**src/rtl/hex_pkg.sv**
```systemverilog
// Shared types and constants for the hex page scheduler: FSM states, source
// indices, active-low 7-segment patterns (bit order g..a) and a round-robin picker.
package hex_pkg;

  typedef enum logic [1:0] {IDLE, SWITCH, SHOW} state_t;

  localparam int NUM_SRC = 3;
  localparam int NUM_DIG = 8;
  localparam int SEG_W   = 7;

  localparam logic [1:0] SRC_STATUS = 2'd0;
  localparam logic [1:0] SRC_SLICE  = 2'd1;
  localparam logic [1:0] SRC_DEBUG  = 2'd2;
  localparam logic [1:0] SRC_NONE   = 2'd3;

  localparam logic [SEG_W-1:0] SEG_DARK = 7'b1111111;
  localparam logic [SEG_W-1:0] SEG_0 = 7'b1000000;
  localparam logic [SEG_W-1:0] SEG_1 = 7'b1111001;
  localparam logic [SEG_W-1:0] SEG_2 = 7'b0100100;
  localparam logic [SEG_W-1:0] SEG_3 = 7'b0110000;
  localparam logic [SEG_W-1:0] SEG_4 = 7'b0011001;
  localparam logic [SEG_W-1:0] SEG_5 = 7'b0010010;
  localparam logic [SEG_W-1:0] SEG_6 = 7'b0000010;
  localparam logic [SEG_W-1:0] SEG_7 = 7'b1111000;
  localparam logic [SEG_W-1:0] SEG_8 = 7'b0000000;
  localparam logic [SEG_W-1:0] SEG_9 = 7'b0010000;
  localparam logic [SEG_W-1:0] SEG_A = 7'b0001000;
  localparam logic [SEG_W-1:0] SEG_B = 7'b0000011;
  localparam logic [SEG_W-1:0] SEG_C = 7'b1000110;
  localparam logic [SEG_W-1:0] SEG_D = 7'b0100001;
  localparam logic [SEG_W-1:0] SEG_E = 7'b0000110;
  localparam logic [SEG_W-1:0] SEG_F = 7'b0001110;

  // First set request at or after 'start', wrapping modulo three.
  function automatic logic [1:0] rr_pick(input logic [NUM_SRC-1:0] req, input logic [1:0] start);
    logic [1:0] idx;
    rr_pick = SRC_NONE;
    for (int k = NUM_SRC - 1; k >= 0; k--) begin
      idx = 2'((int'(start) + k) % NUM_SRC);
      if (req[idx]) rr_pick = idx;
    end
  endfunction

endpackage

```
**src/rtl/seg7_glyph.sv**
```systemverilog
// 4-bit glyph code to active-low 7-segment pattern; blank forces the digit dark.
module seg7_glyph
  import hex_pkg::*;
(
  input  logic [3:0]       code,
  input  logic             blank,
  output logic [SEG_W-1:0] seg
);

  always_comb begin
    seg = SEG_DARK;
    if (!blank) begin
      case (code)
        4'h0: seg = SEG_0;
        4'h1: seg = SEG_1;
        4'h2: seg = SEG_2;
        4'h3: seg = SEG_3;
        4'h4: seg = SEG_4;
        4'h5: seg = SEG_5;
        4'h6: seg = SEG_6;
        4'h7: seg = SEG_7;
        4'h8: seg = SEG_8;
        4'h9: seg = SEG_9;
        4'hA: seg = SEG_A;
        4'hB: seg = SEG_B;
        4'hC: seg = SEG_C;
        4'hD: seg = SEG_D;
        4'hE: seg = SEG_E;
        4'hF: seg = SEG_F;
        default: seg = SEG_DARK;
      endcase
    end
  end

endmodule

```
**src/rtl/hex_page_scheduler.sv**
```systemverilog
// Arbitrates three page sources onto eight 7-segment digits with dwell-based rotation
// and status preemption. Define HEX_DEBUG_PAGE_EN to let the debug source (2) take part.
module hex_page_scheduler
  import hex_pkg::*;
#(
  parameter int DWELL_CYCLES = 50000000
) (
  input  logic                 clk,
  input  logic                 rst,
  input  logic [NUM_SRC-1:0]   req_i,
  input  logic [95:0]          page_data_i,
  input  logic [23:0]          page_blank_i,
  input  logic                 hold_i,
  output logic [NUM_SRC-1:0]   ack_o,
  output logic [1:0]           active_page_o,
  output logic [SEG_W-1:0]     HEX0_o,
  output logic [SEG_W-1:0]     HEX1_o,
  output logic [SEG_W-1:0]     HEX2_o,
  output logic [SEG_W-1:0]     HEX3_o,
  output logic [SEG_W-1:0]     HEX4_o,
  output logic [SEG_W-1:0]     HEX5_o,
  output logic [SEG_W-1:0]     HEX6_o,
  output logic [SEG_W-1:0]     HEX7_o
);

  localparam int CW = (DWELL_CYCLES > 1) ? $clog2(DWELL_CYCLES) : 1;
  localparam logic [CW-1:0] CNT_SAT = CW'(DWELL_CYCLES - 1);
`ifdef HEX_DEBUG_PAGE_EN
  localparam logic [NUM_SRC-1:0] SRC_MASK = 3'b111;
`else
  localparam logic [NUM_SRC-1:0] SRC_MASK = 3'b011;
`endif

  state_t                          state_q, state_d;
  logic [1:0]                      cur_q, nxt_src, rr_src;
  logic [CW-1:0]                   cnt_q;
  logic                            req0_q;
  logic [NUM_SRC-1:0]              ack_q, req_m, cur_oh;
  logic [31:0]                     page_sel;
  logic [NUM_DIG-1:0]              blank_sel;
  logic [NUM_DIG-1:0][SEG_W-1:0]   seg, hex_q;

  assign req_m  = req_i & SRC_MASK;
  assign cur_oh = 3'b001 << cur_q;  // SRC_NONE shifts out to zero
  assign rr_src = rr_pick(req_m, (cur_q >= SRC_DEBUG) ? SRC_STATUS : cur_q + 2'd1);

  // Priority in SHOW: status preemption, then loss of the granted request, then dwell rotation.
  always_comb begin
    state_d = state_q;
    nxt_src = cur_q;
    case (state_q)
      IDLE: if (|req_m) begin
        state_d = SWITCH;
        nxt_src = rr_pick(req_m, SRC_STATUS);
      end
      SWITCH: state_d = SHOW;
      SHOW: begin
        if (req_m[0] && !req0_q && cur_q != SRC_STATUS) begin
          state_d = SWITCH;
          nxt_src = SRC_STATUS;
        end else if (~|(req_m & cur_oh)) begin
          state_d = (|req_m) ? SWITCH : IDLE;
          nxt_src = rr_src;
        end else if (cnt_q == CNT_SAT && !hold_i && |(req_m & ~cur_oh)) begin
          state_d = SWITCH;
          nxt_src = rr_src;
        end
      end
      default: state_d = IDLE;
    endcase
  end

  // Page follows the current grant; goes dark whenever the next state is IDLE.
  always_comb begin
    page_sel  = '0;
    blank_sel = '1;
    if (cur_q != SRC_NONE) begin
      page_sel = page_data_i[32*int'(cur_q) +: 32];
      if (state_d != IDLE) blank_sel = page_blank_i[8*int'(cur_q) +: 8];
    end
  end

  for (genvar d = 0; d < NUM_DIG; d++) begin : g_dig
    seg7_glyph u_glyph (
      .code  (page_sel[4*d +: 4]),
      .blank (blank_sel[d]),
      .seg   (seg[d])
    );
  end

  always_ff @(posedge clk or posedge rst) begin
    if (rst) begin
      state_q <= IDLE;
      cur_q   <= SRC_NONE;
      cnt_q   <= '0;
      req0_q  <= 1'b0;
      ack_q   <= '0;
      hex_q   <= {NUM_DIG{SEG_DARK}};
    end else begin
      state_q <= state_d;
      req0_q  <= req_m[0];
      ack_q   <= (state_d == SWITCH) ? (3'b001 << nxt_src) : '0;
      if (state_d == SWITCH)    cur_q <= nxt_src;
      else if (state_d == IDLE) cur_q <= SRC_NONE;
      if (state_q != SHOW)                   cnt_q <= '0;
      else if (!hold_i && cnt_q != CNT_SAT)  cnt_q <= cnt_q + CW'(1);
      hex_q <= seg;
    end
  end

  assign ack_o         = ack_q;
  assign active_page_o = cur_q;
  assign HEX0_o = hex_q[0];
  assign HEX1_o = hex_q[1];
  assign HEX2_o = hex_q[2];
  assign HEX3_o = hex_q[3];
  assign HEX4_o = hex_q[4];
  assign HEX5_o = hex_q[5];
  assign HEX6_o = hex_q[6];
  assign HEX7_o = hex_q[7];

endmodule

```
**config.mk**
```make
export PLATFORM = sky130hd
export DESIGN_NAME = hex_page_scheduler
export DESIGN_NICKNAME = d
export VERILOG_FILES = /design/src/rtl/hex_pkg.sv /design/src/rtl/seg7_glyph.sv /design/src/rtl/hex_page_scheduler.sv
export SDC_FILE = /design/constraint.sdc
export NUM_CORES = 1
export LEC_CHECK = 0
export BUFFER_PORTS_ARGS = -buffer_cell sky130_fd_sc_hd__buf_2
export CAP_MARGIN = 25
export CORE_MARGIN = 4
export CORE_UTILIZATION = 25
export DETAILED_ROUTE_END_ITERATION = 7
export PLACE_DENSITY = 0.52
export SLEW_MARGIN = 0
export SYNTH_ARGS = -nofsm -noshare
export SYNTH_HDL_FRONTEND = slang
export SYNTH_HIERARCHICAL = 1
export SYNTH_SLANG_ARGS = --single-unit
```
**constraint.sdc**
```tcl
create_clock -name clk -period 3.1 [get_ports clk]
set_clock_uncertainty 0.05 [all_clocks]
set_input_delay 0.465 -clock clk [delete_from_list [all_inputs] [get_ports clk]]
set_output_delay 0.465 -clock clk [all_outputs]
set_load 0.02 [all_outputs]
```
Yosys cells after proc, flatten, opt, wreduce, memory -nomap -nowiden
Memories as Yosys holds them, arrays and structs flattened.
Index checks and enable logic that the tools add are counted.
{"block": "op_classes", "n_addsub": 4, "n_div": 3, "order_cmp": 4, "eq_ne": 7, "shift": 4, "muxes": 39, "bitwise": 3, "n_reduce_logical": 16}
{"cell": "indexed part select 96 x 8 -> 32 bit", "n": 1}
{"cell": "remainder unit 32 x 3 -> 32 bit, second input constant", "n": 2}
{"cell": "two-way mux 7 bit", "n": 8}
{"cell": "two-way mux 26 bit", "n": 2}
{"cell": "remainder unit 3 x 3 -> 32 bit, second input constant", "n": 1}
{"cell": "two-way mux 2 bit", "n": 16}
{"cell": "two-way mux 32 bit", "n": 1}
{"cell": "adder 26 x 1 -> 26 bit, second input constant", "n": 1}
{"cell": "equality test 26 bit, second input constant", "n": 1}
{"cell": "!= test 26 bit, second input constant", "n": 1}
{"cell": "indexed part select 24 x 6 -> 8 bit", "n": 1}
{"cell": "two-way mux 8 bit", "n": 2}
{"cell": "< comparator 2 x 3 -> 1 bit, second input constant", "n": 3}
{"cell": "nonzero test 2 bit", "n": 4}
{"cell": "bitwise AND 2 x 3 -> 3 bit", "n": 2}
{"cell": "binary-select mux 1 bit (select 2 bit)", "n": 3}
{"cell": "case mux 2 bit (3 select lines)", "n": 1}
{"cell": "OR reduction 3 bit", "n": 2}
{"cell": "<< shifter 1 x 2 -> 3 bit, first input constant", "n": 2}
{"cell": "logical AND 1 bit", "n": 5}
{"cell": "equality test 2 x 1 -> 1 bit, second input constant", "n": 2}
{"cell": "zero test 2 bit", "n": 2}
{"cell": "two-way mux 1 bit", "n": 4}
{"cell": "!= test 2 bit, second input constant", "n": 2}
{"cell": "other kinds (10)", "n": 11}
{"block": "word_totals", "ff_bits": 90, "romBits": 896, "input_bits": 126, "output_inout_bits": 61, "wordCells": 101, "mem_count": 8}
{"memory": "(no name shown)", "depth": 16, "word_bits": 7, "rd": 1, "rd_ports_with_merged_regs": 0, "wr": 0, "line_no": "seg7_glyph.sv:13", "source": "case (code)"}
{"memory": "(no name shown)", "depth": 16, "word_bits": 7, "rd": 1, "rd_ports_with_merged_regs": 0, "wr": 0, "line_no": "seg7_glyph.sv:13"}
{"memory": "(no name shown)", "depth": 16, "word_bits": 7, "rd": 1, "rd_ports_with_merged_regs": 0, "wr": 0, "line_no": "seg7_glyph.sv:13"}
{"memory": "(no name shown)", "depth": 16, "word_bits": 7, "rd": 1, "rd_ports_with_merged_regs": 0, "wr": 0, "line_no": "seg7_glyph.sv:13"}
{"memory": "(no name shown)", "depth": 16, "word_bits": 7, "rd": 1, "rd_ports_with_merged_regs": 0, "wr": 0, "line_no": "seg7_glyph.sv:13"}
{"memory": "(no name shown)", "depth": 16, "word_bits": 7, "rd": 1, "rd_ports_with_merged_regs": 0, "wr": 0, "line_no": "seg7_glyph.sv:13"}
{"memory": "+2 memories"}

Longest topological paths before layout
{"block": "logic_depth", "ltp_word": 15, "ltp_mapped": 10}

Modules after synthesis
Netlist, hierarchy kept.
{"module": "hex_page_scheduler", "n_inst": 1, "cells_each": 385, "area_per_inst_um2": 4172.8, "seq_area_each_um2": 2324.7}
{"module": "seg7_glyph (g_dig[1].u_glyph ...)", "n_inst": 6, "cells_each": 35, "area_per_inst_um2": 299.0, "seq_area_each_um2": 0.0}
{"module": "seg7_glyph (g_dig[0].u_glyph)", "n_inst": 1, "cells_each": 38, "area_per_inst_um2": 317.8, "seq_area_each_um2": 0.0}
{"module": "seg7_glyph (g_dig[2].u_glyph)", "n_inst": 1, "cells_each": 35, "area_per_inst_um2": 295.3, "seq_area_each_um2": 0.0}

Worst setup path before layout
No wires, ideal clock.
{"block": "synth_timing", "path_kind": "reg-to-reg", "start": "reg cur_q[1], in the netlist active_page_o[1]", "end": "reg hex_q, in the netlist HEX5_o[1]", "setup_time_ns": 0.084, "t_arrival_ns": 2.995, "setup_slack_ns": -0.029, "path_stages_with_launch": 10, "n_path_buf": 3, "cell_sequence": "dfstp_2 > buf_2 > buf_2 > buf_2 > mux2i_1 > o21ai_0 > inv_1 > ha_1 > or2_2 > a311o_1"}
{"item": "start, declared", "line_no": "hex_page_scheduler.sv:35", "source": "logic [1:0] cur_q, nxt_src, rr_src;"}
{"item": "start signal, assigned", "line_no": "hex_page_scheduler.sv:103", "source": "if (state_d == SWITCH) cur_q <= nxt_src;"}
{"item": "end signal, assigned", "line_no": "hex_page_scheduler.sv:98", "source": "hex_q <= {NUM_DIG{SEG_DARK}};"}
{"item": "end signal, assigned", "line_no": "hex_page_scheduler.sv:107", "source": "hex_q <= seg;"}
{"item": "end, declared", "line_no": "hex_page_scheduler.sv:41", "source": "logic [NUM_DIG-1:0][SEG_W-1:0] seg, hex_q;"}

==> report_table.html <==
<table>
<tr><th>Metric</th><th>Value</th></tr>
<tr><th colspan="2">Floorplanning</th></tr>
<tr><td>Die outline height</td><td>170 um</td></tr>
<tr><td>DIE AREA</td><td>29,000 sq um</td></tr>
<tr><td>Area inside the core boundary</td><td>26,000 sq um</td></tr>
<tr><td>Number of rows in the core area</td><td>59</td></tr>
<tr><td>Effective utilization at floorplan</td><td>0.253</td></tr>
<tr><td>Number of top-level pins</td><td>187</td></tr>
<tr><td>Horizontal die dimension</td><td>170 um</td></tr>
<tr><th colspan="2">Place</th></tr>
<tr><td>Placed cells</td><td>1,193</td></tr>
<tr><td>Estimated wirelength of the detail-placed design</td><td>14,200 um</td></tr>
<tr><td>Total placed instance area</td><td>between 8000 and 9000 sq um</td></tr>
<tr><td>Number of buffer cells added on primary ports</td><td>185</td></tr>
<tr><td>RePlAce Congestion</td><td>0.832</td></tr>
<tr><td>Worst slack after detailed placement</td><td>255 ps</td></tr>
<tr><th colspan="2">Detailed routing</th></tr>
<tr><td>Vias/cell</td><td>around 4.6</td></tr>
<tr><td>Detailed Route WL</td><td>18,600 um</td></tr>
<tr><td>Average detailed-routed wire length per instance</td><td>15.4 um</td></tr>
<tr><td>Drt pass-1 iters</td><td>6</td></tr>
<tr><td>Antenna Nets Post-Route</td><td>0</td></tr>
<tr><td>Overall via count from detail_route</td><td>5,607</td></tr>
<tr><td>Number of DRC markers after the initial detailed-route iteration</td><td>around 230</td></tr>
<tr><td>Number of design rule violations left after detail routing</td><td>0</td></tr>
<tr><th colspan="2">Timing</th></tr>
<tr><td>Maximum clock rate</td><td>350 MHz</td></tr>
<tr><td>Slew @ Worst Pin</td><td>1100 ps</td></tr>
<tr><td>Final Hold Viols</td><td>0</td></tr>
<tr><td>Setup repair after global routing missed its margin</td><td>no</td></tr>
<tr><td>Final sum of negative setup slack</td><td>0 ps</td></tr>
<tr><td>Final Max Slew Viols</td><td>0</td></tr>
<tr><td>Final cycle utilization of the critical path</td><td>0.920</td></tr>
<tr><td>Min Clock Period, post-route</td><td>approximately 2900 ps</td></tr>
<tr><td>Setup-violating endpoint count in the final report</td><td>0</td></tr>
<tr><td>Remaining max-slew budget at the tightest pin</td><td>0.262</td></tr>
<tr><td>Final setup margin</td><td>247 ps</td></tr>
<tr><th colspan="2">Worst setup path</th></tr>
<tr><td>Maximum fanout along the worst path</td><td>21</td></tr>
<tr><td>Critical Path Start Type</td><td>register</td></tr>
<tr><td>Required time of the critical path</td><td>3330 ps</td></tr>
<tr><td>Crit end category</td><td>register</td></tr>
<tr><td>Critical path startpoint</td><td>active_page_o[1]</td></tr>
<tr><td>Reg2reg setup slack</td><td>250 ps</td></tr>
<tr><td>R2R cell count</td><td>7</td></tr>
<tr><td>Endpoint of the worst register-to-register path</td><td>HEX2_o[1]</td></tr>
<tr><td>Critical Setup Path Class</td><td>reg -&gt; reg</td></tr>
<tr><td>Signal arrival time at the worst endpoint</td><td>3080 ps</td></tr>
<tr><td>Worst setup path endpoint</td><td>HEX2_o[1]</td></tr>
<tr><td>Launch point of the worst reg-to-reg path</td><td>active_page_o[1]</td></tr>
<tr><th colspan="2">Global route</th></tr>
<tr><td>Wire length of the first global-routing pass</td><td>~29,000 um</td></tr>
<tr><td>Vias in the first global route</td><td>5,388</td></tr>
<tr><td>Number of antenna violations at the first check in global routing</td><td>0</td></tr>
<tr><td>Overall overflow remaining after global route</td><td>0</td></tr>
<tr><td>GRT Overall Usage</td><td>0.125</td></tr>
<tr><td>Pin count of the biggest net entering global routing</td><td>58</td></tr>
<tr><th colspan="2">Clocking</th></tr>
<tr><td>Clock slew at reported path FFs</td><td>70 ps</td></tr>
<tr><td>Number of gates resized after CTS</td><td>0</td></tr>
<tr><td>Clock Latency Late Sink</td><td>between 300 and 400 ps</td></tr>
<tr><td>Maximum clock insertion buffer count</td><td>2</td></tr>
<tr><td>Clock tree from TritonCTS</td><td>built</td></tr>
<tr><td>Buffer type at the clock tree root</td><td>clkbuf_16</td></tr>
<tr><td>Number of buffers inserted by post-CTS setup repair</td><td>0</td></tr>
<tr><td>Total of hold buffers inserted after clock tree synthesis</td><td>0</td></tr>
<tr><td>Sinks on Clock Net</td><td>90</td></tr>
<tr><td>H-Tree Depth</td><td>3</td></tr>
<tr><td>Number of buffers inserted during clock tree synthesis</td><td>9</td></tr>
<tr><th colspan="2">Synth</th></tr>
<tr><td>Number of synthesized flops with an enable pin</td><td>0</td></tr>
<tr><td>Yosys cell types</td><td>63</td></tr>
<tr><td>Area share of fa/ha/maj cells after synthesis</td><td>0.108</td></tr>
<tr><td>XOR/XNOR Fraction of Synth Area</td><td>0.0253</td></tr>
<tr><td>Post-Syn Nets</td><td>~850</td></tr>
<tr><td>Async S/R FF share, synth</td><td>1.00</td></tr>
<tr><td>Post-synthesis compound-gate area fraction</td><td>0.153</td></tr>
<tr><td>Number of instances in the synthesized netlist</td><td>668</td></tr>
<tr><td>Fraction of the yosys area taken by sequential cells</td><td>0.353</td></tr>
<tr><td>Simple-gate share of the synthesized area</td><td>0.175</td></tr>
<tr><td>Average size of a mapped cell</td><td>9.85 sq um</td></tr>
<tr><td>Combinational family with the most area after synthesis</td><td>simple AND/OR/NAND/NOR gates</td></tr>
<tr><td>Netlist Area Pre-Place</td><td>6580 sq um</td></tr>
<tr><td>Warnings, synthesis</td><td>6</td></tr>
<tr><td>Prevailing post-synth register cell</td><td>dfstp_2</td></tr>
<tr><td>Flop and latch count out of synthesis</td><td>90</td></tr>
<tr><td>Multiplexer share of the synthesized area</td><td>0.126</td></tr>
<tr><th colspan="2">Cells and area</th></tr>
<tr><td>Final instance area</td><td>roughly 8300 sq um</td></tr>
<tr><td>Diodes inserted</td><td>0</td></tr>
<tr><td>Highest-count cells in the layout ignoring fill and taps</td><td>185 x buf_2, 62 x nand2_1, 58 x dfstp_2</td></tr>
<tr><td>Most common library cell in the layout ignoring fill and taps</td><td>buf_2</td></tr>
<tr><td>Area growth from synthesis to layout</td><td>26.5%</td></tr>
<tr><td>Final non-filler cell total</td><td>between 1,000 and 1,500</td></tr>
<tr><td>Net count, final</td><td>1,052</td></tr>
<tr><td>Proportion of layout cells with a drive suffix above 1</td><td>0.392</td></tr>
<tr><th colspan="2">Worst hold path</th></tr>
<tr><td>Worst min-delay path class</td><td>in -&gt; async</td></tr>
<tr><th colspan="2">Status</th></tr>
<tr><td>Outcome</td><td>completed</td></tr>
<tr><th colspan="2">Power</th></tr>
<tr><td>Maximum resistive drop on vdd</td><td>0.332 mV</td></tr>
<tr><td>Cell leakage power</td><td>approximately 3.7 nW</td></tr>
<tr><td>Power Density</td><td>~900 nW/um^2</td></tr>
<tr><th colspan="2">Run</th></tr>
<tr><td>Number of max-capacitance violations reported</td><td>0</td></tr>
</table>
==> routing by layer <==
layer  up-vias  track usage  share of wire
li1       2793            -              -
met1      2672        0.174           0.48
met2       127        0.193           0.45
met3        15       0.0281          0.052
met4         0       0.0406          0.015
met5         -            0              0
==> cell type report <==
cell class	instances	area (sq um)
fill	2750	17700
multi-input combinational	510	3870
sequential	90	2320
timing repair buffer	227	1270
tap	335	419
clock buffer	9	225
inverter	31	119
clock inverter	7	100
==> metrics by stage <==
stage | util | total power, mW | hold WS, ps
2_1_floorplan | - | 4.94 | 446
3_3_place_gp | 0.308 | 6.25 | 477
3_5_place_dp | 0.308 | 6.28 | 483
4_1_cts | 0.320 | 7.56 | 227
5_1_grt | 0.320 | 8.06 | 260
6_report | 0.320 | 7.45 | 210
==> worst max-delay path: stages, from the launching register on <==
cell     delay (ps)
dfstp_2         860
buf_12          250
mux2i_1         100
o21ai_0         360
inv_1           190
ha_1            320
or2_2           310
a311o_1         320
==> logic make-up (layout without fill, tap and decap cells) <==
logic type                 count (synthesis)  after routing
other                                      1              1
buffers and inverters                     68            274
muxes                                     80             80
AOI/OAI and AO/OA                        133            133
DFF                                       90             90
and+or+nand+nor                          220            220
xor gates and xnor gates                  19             19
adders and majority gates                 57             57
==> Yosys cell counts (all sizes together), types with 3 or more instances <==
library cell | n | area [sq um]
clkbuf | 12 | 45.0
dfstp | 58 | 1520
a21oi | 9 | 48.8
o22ai | 9 | 56.3
nand3 | 12 | 70.1
or3 | 6 | 37.5
and3 | 13 | 82.6
xnor2 | 10 | 87.6
or2 | 10 | 62.6
nand4 | 6 | 43.8
o221ai | 8 | 70.1
nor2b | 18 | 115
a32oi | 15 | 131
a211oi | 5 | 37.5
ha | 57 | 713
a221o | 16 | 160
nand2b | 17 | 106
a31oi | 3 | 18.8
o21ai | 40 | 200
nor3 | 11 | 60.1
nor2 | 45 | 171
nand2 | 68 | 270
and2 | 3 | 18.8
a311o | 8 | 80.1
mux2i | 56 | 561
buf | 25 | 225
inv | 31 | 116
nor4 | 3 | 33.8
xor2 | 9 | 78.8
mux2 | 24 | 270
dfrtp | 32 | 801
a211o | 8 | 70.1
==> how the worst min path moves through the flow <==
| stage | slack (ps) | startpoint | endpoint |
|---|---|---|---|
| 2_1_floorplan | 450 | req_i[0] | req0_q |
| 3_3_place_gp | 480 | cnt_q[25] | cnt_q[25] |
| 3_5_place_dp | 480 | cnt_q[25] | cnt_q[25] |
| 4_1_cts | 230 | rst | cnt_q[0] |
| 5_1_grt | 260 | req_i[0] | req0_q |
| 6_report | 210 | rst | cnt_q[0] |
==> flip-flops by register name, summed over array words and instances (netlist names), 2 cells and up <==
signal and cells:
HEX6_o 7, cnt_q 26, HEX5_o 7, HEX2_o 7, active_page_o 2, HEX4_o 7, state_q 2, HEX0_o 7
HEX7_o 7, HEX3_o 7, ack_o 3, HEX1_o 7
==> power breakdown <==
group          internal [mW]  switching (mW)  total, mW  leakage, nW
Clock                  0.715           0.519       1.23        0.160
Sequential              1.69           0.167       1.86         1.05
Combinational           1.75            2.61       4.36         2.54
No activity file was read; power rests on OpenSTA's default activity.
